<file path="config.mk">
export PLATFORM = sky130hd
export DESIGN_NAME = secuenciador
export DESIGN_NICKNAME = d
export VERILOG_FILES = /design/src/rtl/secuenciador_pkg.sv /design/src/rtl/secuenciador_mem.sv /design/src/rtl/secuenciador.sv
export SDC_FILE = /design/constraint.sdc
export NUM_CORES = 1
export LEC_CHECK = 0
export CAP_MARGIN = 30
export CORE_MARGIN = 2
export CORE_UTILIZATION = 50
export CTS_CLUSTER_DIAMETER = 50
export DETAILED_ROUTE_END_ITERATION = 8
export DONT_BUFFER_PORTS = 1
export PLACE_DENSITY = 0.66
export SYNTH_ARGS = -nofsm -noshare
export SYNTH_HDL_FRONTEND = slang
export SYNTH_SLANG_ARGS = --single-unit
</file>
<file path="constraint.sdc">
create_clock -name clk -period 2.4 [get_ports clk]
set_input_delay 0.24 -clock clk [delete_from_list [all_inputs] [get_ports clk]]
set_output_delay 0.24 -clock clk [all_outputs]
set_load 0.01 [all_outputs]
</file>
<file path="src/rtl/secuenciador_pkg.sv">
// Shared constants and types for the beam configuration sequencer.
package secuenciador_pkg;

   localparam logic [1:0] MODE_STOP = 2'b00;
   localparam logic [1:0] MODE_RUN  = 2'b01;
   localparam logic [1:0] MODE_LOOP = 2'b10;
   localparam logic [1:0] MODE_STEP = 2'b11;

   localparam int unsigned DEFAULT_DEPTH    = 16;
   localparam int unsigned DEFAULT_STEP_DIV = 1;

   typedef enum logic {
      StIdle,
      StRunning
   } run_state_e;

endpackage

</file>
<file path="src/rtl/secuenciador_mem.sv">
// Sequence memory: DEPTH x 16 register array, synchronous write, asynchronous read.
module seq_mem #(
   parameter int unsigned DEPTH = 16,
   parameter int unsigned AW    = 4
) (
   input  logic          clk,
   input  logic          we,
   input  logic [AW-1:0] waddr,
   input  logic [15:0]   wdata,
   input  logic [AW-1:0] raddr,
   output logic [15:0]   rdata
);

   logic [15:0] mem [DEPTH];

   always_ff @(posedge clk) begin
      if (we) begin
         mem[waddr] <= wdata;
      end
   end

   // Combinational read sees pre-edge contents, giving read-before-write on collisions.
   assign rdata = mem[raddr];

endmodule

</file>
<file path="src/rtl/secuenciador.sv">
// Pattern sequencer: assembles host bytes into 16-bit entries and plays them onto
// theBeanConfig in stop / single run / loop / step modes.
module secuenciador
   import secuenciador_pkg::*;
#(
   parameter int unsigned DEPTH    = DEFAULT_DEPTH,
   parameter int unsigned STEP_DIV = DEFAULT_STEP_DIV
) (
   input  logic        clk,
   input  logic        rst,
   input  logic        seq_en,
   input  logic [1:0]  mode,
   input  logic [7:0]  dato,
   input  logic        wr,
   output logic [15:0] theBeanConfig
);

   localparam int unsigned AW = (DEPTH > 1) ? $clog2(DEPTH) : 1;
   localparam int unsigned LW = $clog2(DEPTH + 1);
   localparam int unsigned DW = (STEP_DIV > 1) ? $clog2(STEP_DIV) : 1;
   localparam logic [LW-1:0] LEN_FULL = LW'(DEPTH);
   localparam logic [DW-1:0] DIV_LAST = DW'(STEP_DIV - 1);

   logic          seq_en_d;
   logic [1:0]    mode_q;
   logic          byte_sel_q;
   logic [7:0]    lo_hold_q;
   logic          wr_hi;
   logic [AW-1:0] wr_ptr_q;
   logic [LW-1:0] len_q;
   logic [AW-1:0] rd_ptr_q, rd_ptr_d, rd_addr, rd_next;
   logic [DW-1:0] div_q, div_d;
   logic [15:0]   rd_data, cfg_q;
   logic          cfg_load;
   run_state_e    state_q, state_d;

   logic trig, mode_chg, go, start, stop_loop, running, tick, wrap;

   assign trig      = seq_en & ~seq_en_d;
   assign mode_chg  = (mode != mode_q);
   // A mode change swallows a coincident trigger; an empty memory ignores all triggers.
   assign go        = trig & ~mode_chg & (len_q != '0);
   assign running   = (state_q == StRunning);
   assign start     = go & ((mode == MODE_RUN) | ((mode == MODE_LOOP) & ~running));
   assign stop_loop = go & (mode == MODE_LOOP) & running;
   assign tick      = running & (div_q == DIV_LAST);
   assign wrap      = (LW'(rd_ptr_q) + LW'(1)) >= len_q;
   assign rd_next   = wrap ? '0 : rd_ptr_q + AW'(1);

   // Byte assembler, write pointer and entry count
   assign wr_hi = wr & byte_sel_q;

   always_ff @(posedge clk or posedge rst) begin
      if (rst) begin
         byte_sel_q <= 1'b0;
         lo_hold_q  <= '0;
         wr_ptr_q   <= '0;
         len_q      <= '0;
      end else if (wr) begin
         byte_sel_q <= ~byte_sel_q;
         if (!byte_sel_q) begin
            lo_hold_q <= dato;
         end else begin
            wr_ptr_q <= wr_ptr_q + AW'(1);
            if (len_q != LEN_FULL) begin
               len_q <= len_q + LW'(1);
            end
         end
      end
   end

   seq_mem #(
      .DEPTH (DEPTH),
      .AW    (AW)
   ) u_mem (
      .clk   (clk),
      .we    (wr_hi),
      .waddr (wr_ptr_q),
      .wdata ({dato, lo_hold_q}),
      .raddr (rd_addr),
      .rdata (rd_data)
   );

   // Run control FSM: state register
   always_ff @(posedge clk or posedge rst) begin
      if (rst) begin
         state_q <= StIdle;
      end else begin
         state_q <= state_d;
      end
   end

   // Run control FSM: next state
   always_comb begin
      state_d = state_q;
      if (mode_chg) begin
         state_d = StIdle;
      end else if (start) begin
         // A single run over one entry finishes on its trigger edge.
         state_d = ((mode == MODE_RUN) && (len_q == LW'(1))) ? StIdle : StRunning;
      end else if (stop_loop) begin
         state_d = StIdle;
      end else if (tick && (mode == MODE_RUN) && wrap) begin
         state_d = StIdle;
      end
   end

   // Run control FSM: datapath controls
   always_comb begin
      cfg_load = 1'b0;
      rd_addr  = rd_ptr_q;
      rd_ptr_d = rd_ptr_q;
      div_d    = div_q;
      if (mode_chg) begin
         rd_ptr_d = '0;
         div_d    = '0;
      end else if (go && (mode == MODE_STEP)) begin
         cfg_load = 1'b1;
         rd_ptr_d = rd_next;
      end else if (start) begin
         cfg_load = 1'b1;
         rd_addr  = '0;
         rd_ptr_d = (len_q == LW'(1)) ? '0 : AW'(1);
         div_d    = '0;
      end else if (stop_loop) begin
         div_d = '0;
      end else if (running) begin
         if (tick) begin
            cfg_load = 1'b1;
            rd_ptr_d = rd_next;
            div_d    = '0;
         end else begin
            div_d = div_q + DW'(1);
         end
      end
   end

   always_ff @(posedge clk or posedge rst) begin
      if (rst) begin
         seq_en_d <= 1'b0;
         mode_q   <= MODE_STOP;
         rd_ptr_q <= '0;
         div_q    <= '0;
         cfg_q    <= '0;
      end else begin
         seq_en_d <= seq_en;
         mode_q   <= mode;
         rd_ptr_q <= rd_ptr_d;
         div_q    <= div_d;
         if (cfg_load) begin
            cfg_q <= rd_data;
         end
      end
   end

   assign theBeanConfig = cfg_q;

endmodule

</file>
---- Word level (Yosys, flattened, before mapping) ----
Memory sizes are Yosys's and may differ from the RTL's. A register that Yosys moved wholly into a read port is not among the register bits.
Cells that the tools add are included.
storage, ports and cells
  register bits after elaboration ......... 27
  RAM bits ................................ 256
  bits of input ports ..................... 14
  memories ................................ 1
memories
  name       words  width  rd ports  clocked after Yosys merged registers in  wr ports  line                    text
  u_mem.mem  16     16     1         1                                        1         secuenciador_mem.sv:14  logic [15:0] mem [DEPTH];
cells by class
  $add $sub $neg .......................... 5
  order comparisons ....................... 1
  equal/unequal tests ..................... 8
  multiplexer cells ....................... 30
  bitwise gates (word level) .............. 15
  reductions and logical operators ........ 14
operators by type and width
  operator                                        number
  2-to-1 mux 4 bit                                10
  2-to-1 mux 1 bit                                20
  nonzero test 4 bit                              4
  AND 1 bit                                       9
  adder 4 x 1 -> 4 bit (second input constant)    2
  AND reduction 2 bit                             3
  AND reduction 3 bit                             2
  adder 4 x 1 -> 5 bit (second input constant)    1
  adder 5 x 1 -> 5 bit (second input constant)    1
  == test 5 x 1 -> 1 bit (second input constant)  1
  >= comparator 5 bit                             1
  != test 5 bit (second input constant)           1
  inverter 1 bit                                  5
  nonzero test 5 bit                              1
  == test 2 bit (second input constant)           2
  logical AND 1 bit                               4
  != test 4 x 3 -> 1 bit (second input constant)  1
  == test 2 x 1 -> 1 bit (second input constant)  1
  != test 2 bit                                   1
  != test 2 bit (second input constant)           1
  adder 1 bit (second input constant)             1
  OR 1 bit                                        1

---- Longest topological paths before layout ----
  depth after elaboration ................. 10
  gate-level depth with buffers ........... 11
  mapped depth without buffers ............ 9

---- Cells and area by module ----
Synthesis repeated with hierarchy kept, for this count alone.
unflattened totals
  cells, all modules ...................... 581
  area, all modules ....................... 11813.8 um^2
by module, submodules not included
  module        instances  cells each  area each (um^2)  sequential area each (um^2)
  seq_mem       1          416         9721.8            7687.4
  secuenciador  1          165         2092.0            1076.0

---- Worst setup path after synthesis ----
Ideal clock, no wire load.
  kind .................................... register -> register
  from .................................... register rd_ptr_q[2]
  to ...................................... register rd_ptr_q[2]
  setup time .............................. 0.065 ns
  arrival time ............................ 2.214 ns
  setup slack ............................. 0.121 ns
  cell stages (with the launch flop) ...... 11
  buffers on the path ..................... 3
  clock period less this slack ............ 2.279 ns
  path through ............................ dfrtp_1 -> buf_2 -> buf_1 -> clkbuf_1 -> and3_1 -> ha_1 -> a21oi_1 -> o21a_1 -> o21ai_0 -> a21oi_1 -> a21o_1
on the way
  cells in the longest elaborated chain, start to end .. 9
ends and longest elaborated chain
  item                    line                 text
  from (decl)             secuenciador.sv:31   logic [AW-1:0] rd_ptr_q, rd_ptr_d, rd_addr, rd_next;
  from (signal assigned)  secuenciador.sv:148  rd_ptr_q <= rd_ptr_d;
  adder 4 x 1 -> 5 bit    secuenciador.sv:47   assign wrap = (LW'(rd_ptr_q) + LW'(1)) >= len_q;
  >= comparator 5 bit     secuenciador.sv:47
  2-to-1 mux 4 bit (*)    secuenciador.sv:48   assign rd_next = wrap ? '0 : rd_ptr_q + AW'(1);
  2-to-1 mux 4 bit        secuenciador.sv:128  if (tick) begin
  2-to-1 mux 4 bit        secuenciador.sv:127  end else if (running) begin
  2-to-1 mux 4 bit        secuenciador.sv:125  end else if (stop_loop) begin
  2-to-1 mux 4 bit        secuenciador.sv:120  end else if (start) begin
  2-to-1 mux 4 bit (*)    secuenciador.sv:117  end else if (go && (mode == MODE_STEP)) begin
  2-to-1 mux 4 bit (*)    secuenciador.sv:114  if (mode_chg) begin
Every way passes the cells marked *; elsewhere a longest branch is shown, timed or not. The select of a mux whose other input is x is not followed.
A chain may end at the register's enable or synchronous reset.

---- Final worst setup path ----
  from .................................... register len_q[0]
  to ...................................... register cfg_q[12], in the netlist theBeanConfig[12], read port of u_mem.mem
on the way
  cells in the longest elaborated chain, start to end .. 8
ends and longest elaborated chain
  item                    line                 text
  from (decl)             secuenciador.sv:30   logic [LW-1:0] len_q;
  from (signal assigned)  secuenciador.sv:66   len_q <= len_q + LW'(1);
  nonzero test 5 bit (*)  secuenciador.sv:42   assign go = trig & ~mode_chg & (len_q != '0);
  AND 1 bit (*)           secuenciador.sv:42
  AND 1 bit (2 in a row)  secuenciador.sv:45   assign stop_loop = go & (mode == MODE_LOOP) & running;
  2-to-1 mux 1 bit        secuenciador.sv:125
  2-to-1 mux 1 bit        secuenciador.sv:120
  2-to-1 mux 1 bit        secuenciador.sv:117
  2-to-1 mux 1 bit        secuenciador.sv:114
  to (decl)               secuenciador.sv:33   logic [15:0] rd_data, cfg_q;
Every way passes the cells marked *; elsewhere a longest branch is shown, timed or not.

==> summary.txt <==
Synthesis
  • Mapped Avg Cell Area: 16.3 um^2
  • Synth Instances: 755
  • Synthesized Nets: 782
  • Asr flop ratio synth: 14.4%
  • Number of synthesized flops with an enable pin: 256
  • Most used DFF post-synth: edfxtp_1
  • Post-synthesis register bit count: 299
  • Part of the Yosys area used for sequential elements: 71.1%
  • Post-Syn Area: 0.0123 mm^2
  • Netlist cell types: 52
  • Synth Warn #: 0

Hold path
  • Worst hold path endpoint: div_q
  • Hold path cells: 2
  • HP Start: mode[1]
  • HP Class: input port to flip-flop

Setup path
  • Worst-case reg-to-reg path depth: 9
  • Critical path's slowest cell: or4b_4
  • Worst r2r dst: theBeanConfig[12]
  • Crit-path cells: inv_1, ha_1, or4b_4, a31oi_1, a311o_2, a21o_1, buf_6, o21bai_1, o221ai_2
  • Critical Path AT: 2740 ps
  • Delay-heaviest family, CP: compound AO/OA/AOI/OAI gates
  • Required @ worst endpoint: 2820 ps
  • CP Class: flip-flop to flip-flop
  • CP Capture Type: flip-flop
  • Reg2reg start: len_q[0]
  • Worst R2R Setup Slack: 80 ps
  • Crit-path max cell delay: 500 ps
  • Type of origin of the critical path: flip-flop
  • Worst path bufs/invs: 2
  • CP Max Fanout: 14

Clock tree
  • CTS tree: built
  • Clock Path Buffers: 3
  • Number of buffers created by CTS: 31
  • Clock root cell: clkbuf_16
  • Clock Latency Late Sink: 560 ps
  • Clock sinks: 299
  • CTS clk-pin slew, worst paths: 60 ps
  • Post CTS Setup Buffer Count: 0
  • CTS HTree Levels: 1

Global route
  • GR peak layer: met2
  • Met2 Track Usage GR: 34.0%
  • Met3 global-route usage: 4.47%
  • First-pass GRT wire length: 41900 um
  • Largest net degree at the start of global routing: 35
  • GRT met1 Usage: 30.2%
  • Antenna violations before repair: 2
  • Number of global-route vias before repair: 7048
  • GRT overflow: 0
  • Total track usage: 21.2%

Cells and area
  • Final cell count without fillers: 1152
  • Area grow syn2layout: 14.1%
  • Filler Cell Count: 1833
  • Fraction of layout cells with a size suffix above 1: 22.7%
  • Finished Cell Area: 0.0141 mm^2
  • NumNets Final: 829

Placement
  • Worst slack, placed: -2.84 ps
  • Routability Congestion: 0.838
  • HPWL after detailed placement: 17200 um
  • IO Port Bufs: 0
  • Placed cells: 1080
  • Dpl cell area: 0.0129 mm^2

Timing
  • Slew at the pin with the worst max-slew slack: 821 ps
  • Setup Skew: 22.5 ps
  • Min cycle time layout: 2320 ps
  • Setup tns final: 0 ps
  • Period Utilization, post-route: 96.7%
  • Slew Viols, Final: 0
  • Final hold vios: 0
  • Fmax: 0.431 GHz
  • Setup ws final: 78.6 ps
  • RSZ-0062 raised after global routing: false
  • Setup violation total in the final timing report: 0
  • Slew headroom: 45.1%

Die
  • Die area: 0.0259 mm^2
  • Site Rows: 57
  • Die height: 161 um
  • Die X: 161 um
  • Ports: 30
  • Initial core utilization: 50.8%
  • CORE AREA: 0.0242 mm^2

Power
  • Leak: 0.00467 uW
  • Worst VDD drop: 537 uV
  • Pwr dens: 962 mW/mm^2

Route
  • Routed WL per cell: 23.4 um
  • Routed wire length: 27000 um
  • Vias per cell: 5.92
  • Via count: 6822
  • DRT Pass-1 Iters: 5
  • DRC violation count after routing: 0
  • ANT nets after route: 0
  • DR iter-0 viols: 662

Run
  • Max cap viols: 0

Status
  • Status: finished, final reports clean
==> area by class of cell <==
class | instances | area, um^2 | area share (%)
Sequential cell | 299 | 8770 | 62.4
Inverter | 10 | 37.5 | 0.267
Antenna cell | 1 | 2.50 | 0.0178
Timing Repair Buffer | 56 | 485 | 3.45
Tap cell | 324 | 405 | 2.88
Clock buffer | 49 | 933 | 6.64
Multi-Input combinational cell | 404 | 3330 | 23.7
Clock inverter | 9 | 92.6 | 0.659
==> per-stage QoR <==
| stage | power [uW] | utilization (%) | hold WS, ps |
|---|---|---|---|
| 6_report | 13500 | 58.0 | 28.9 |
| 5_1_grt | 14100 | 57.9 | 41.4 |
| 4_1_cts | 13600 | 57.9 | 7.84 |
| 3_5_place_dp | 8840 | 53.1 | 152 |
| 3_3_place_gp | 8690 | 53.0 | 130 |
| 2_1_floorplan | 8120 | - | 271 |
==> worst register-to-register path: stages (launching register included) <==
cell and delay (ps):
dfrtp_1 380, inv_1 110, ha_1 210, or4b_4 500, a31oi_1 200, a311o_2 200, a21o_1 150, buf_6 170
o21bai_1 160, o221ai_2 120
==> cell usage after synthesis, types with 3 or more instances <==
cell	n	share of area [%]
edfxtp_1	256	62
nand2_1	54	1.6
mux2_2	51	4.7
dfrtp_1	43	8.7
a21oi_1	35	1.4
clkbuf_1	22	0.67
nor2_1	22	0.67
mux4_2	21	3.8
o21ai_0	21	0.85
mux2i_1	19	1.5
o21a_1	17	1.0
o22ai_1	15	0.76
a211o_1	14	1.0
o21bai_1	14	0.85
o22a_1	14	1.0
and2_1	13	0.66
ha_1	13	1.3
buf_2	12	0.49
inv_1	10	0.30
nand2b_1	10	0.51
o221ai_2	10	1.2
xnor2_1	9	0.64
and3_1	8	0.41
buf_6	5	0.46
nor2b_1	5	0.25
o221ai_1	5	0.36
nor3_1	4	0.16
a211oi_1	3	0.18
nand3_1	3	0.12
==> placed cells by master, fill, tap and decap left out, drive strengths merged, types with 15 or more instances in the layout <==
| cell | Yosys | final |
|---|---|---|
| o221ai | 15 | 15 |
| o21ai | 21 | 21 |
| o21a | 17 | 17 |
| dfrtp | 43 | 43 |
| mux4 | 21 | 21 |
| edfxtp | 256 | 256 |
| clkbuf | 22 | 49 |
| a21oi | 35 | 35 |
| nand2 | 57 | 57 |
| buf | 20 | 43 |
| mux2 | 51 | 51 |
| nor2 | 22 | 22 |
| o22ai | 15 | 15 |
| mux2i | 19 | 19 |
==> how the worst max path moves through the flow <==
stage / cells after the start / end / from
6_report: 9 / theBeanConfig[12] / len_q[0]
5_1_grt: 9 / theBeanConfig[4] / len_q[0]
4_1_cts: 9 / theBeanConfig[6] / len_q[0]
3_5_place_dp: 9 / theBeanConfig[10] / len_q[0]
3_3_place_gp: 5 / theBeanConfig[8] / rd_ptr_q[2]
2_1_floorplan: 10 / rd_ptr_q[2] / rd_ptr_q[2]
==> cell families after synthesis <==
group	after synthesis	share of synthesized area, %
AOI/OAI and AO/OA	157	9.27
DFF	299	71.1
muxes	91	10.0
xor gates and xnor gates	11	0.843
buffers and inverters	52	2.04
adders and majority gates	13	1.32
and+or+nand+nor	132	5.34
==> layer usage <==
layer / wire length [um] / up-vias
li1: - / 3032
met1: 11700 / 3499
met2: 12800 / 242
met3: 2020 / 47
met4: 529 / 2
met5: 13 / -
==> registers in the layout (all words and copies together) (netlist names), 2 cells and up <==
signal,cells
theBeanConfig,16
u_mem.mem,256
rd_ptr_q,4
wr_ptr_q,4
lo_hold_q,8
len_q,5
mode_q,2
==> report_power, final <==
group | switching, uW | internal (uW)
Clock | 1930 | 2780
Combinational | 829 | 646
Sequential | 776 | 6570
Total | 3530 | 10000
==> repair_timing <==
item,4_1_cts,5_1_grt
hold buffers,13,0
setup endpoints to repair,2,13
endpoints found under the hold margin,159,0
gates resized for setup,1,3
Power figures use the tool's default switching activity.
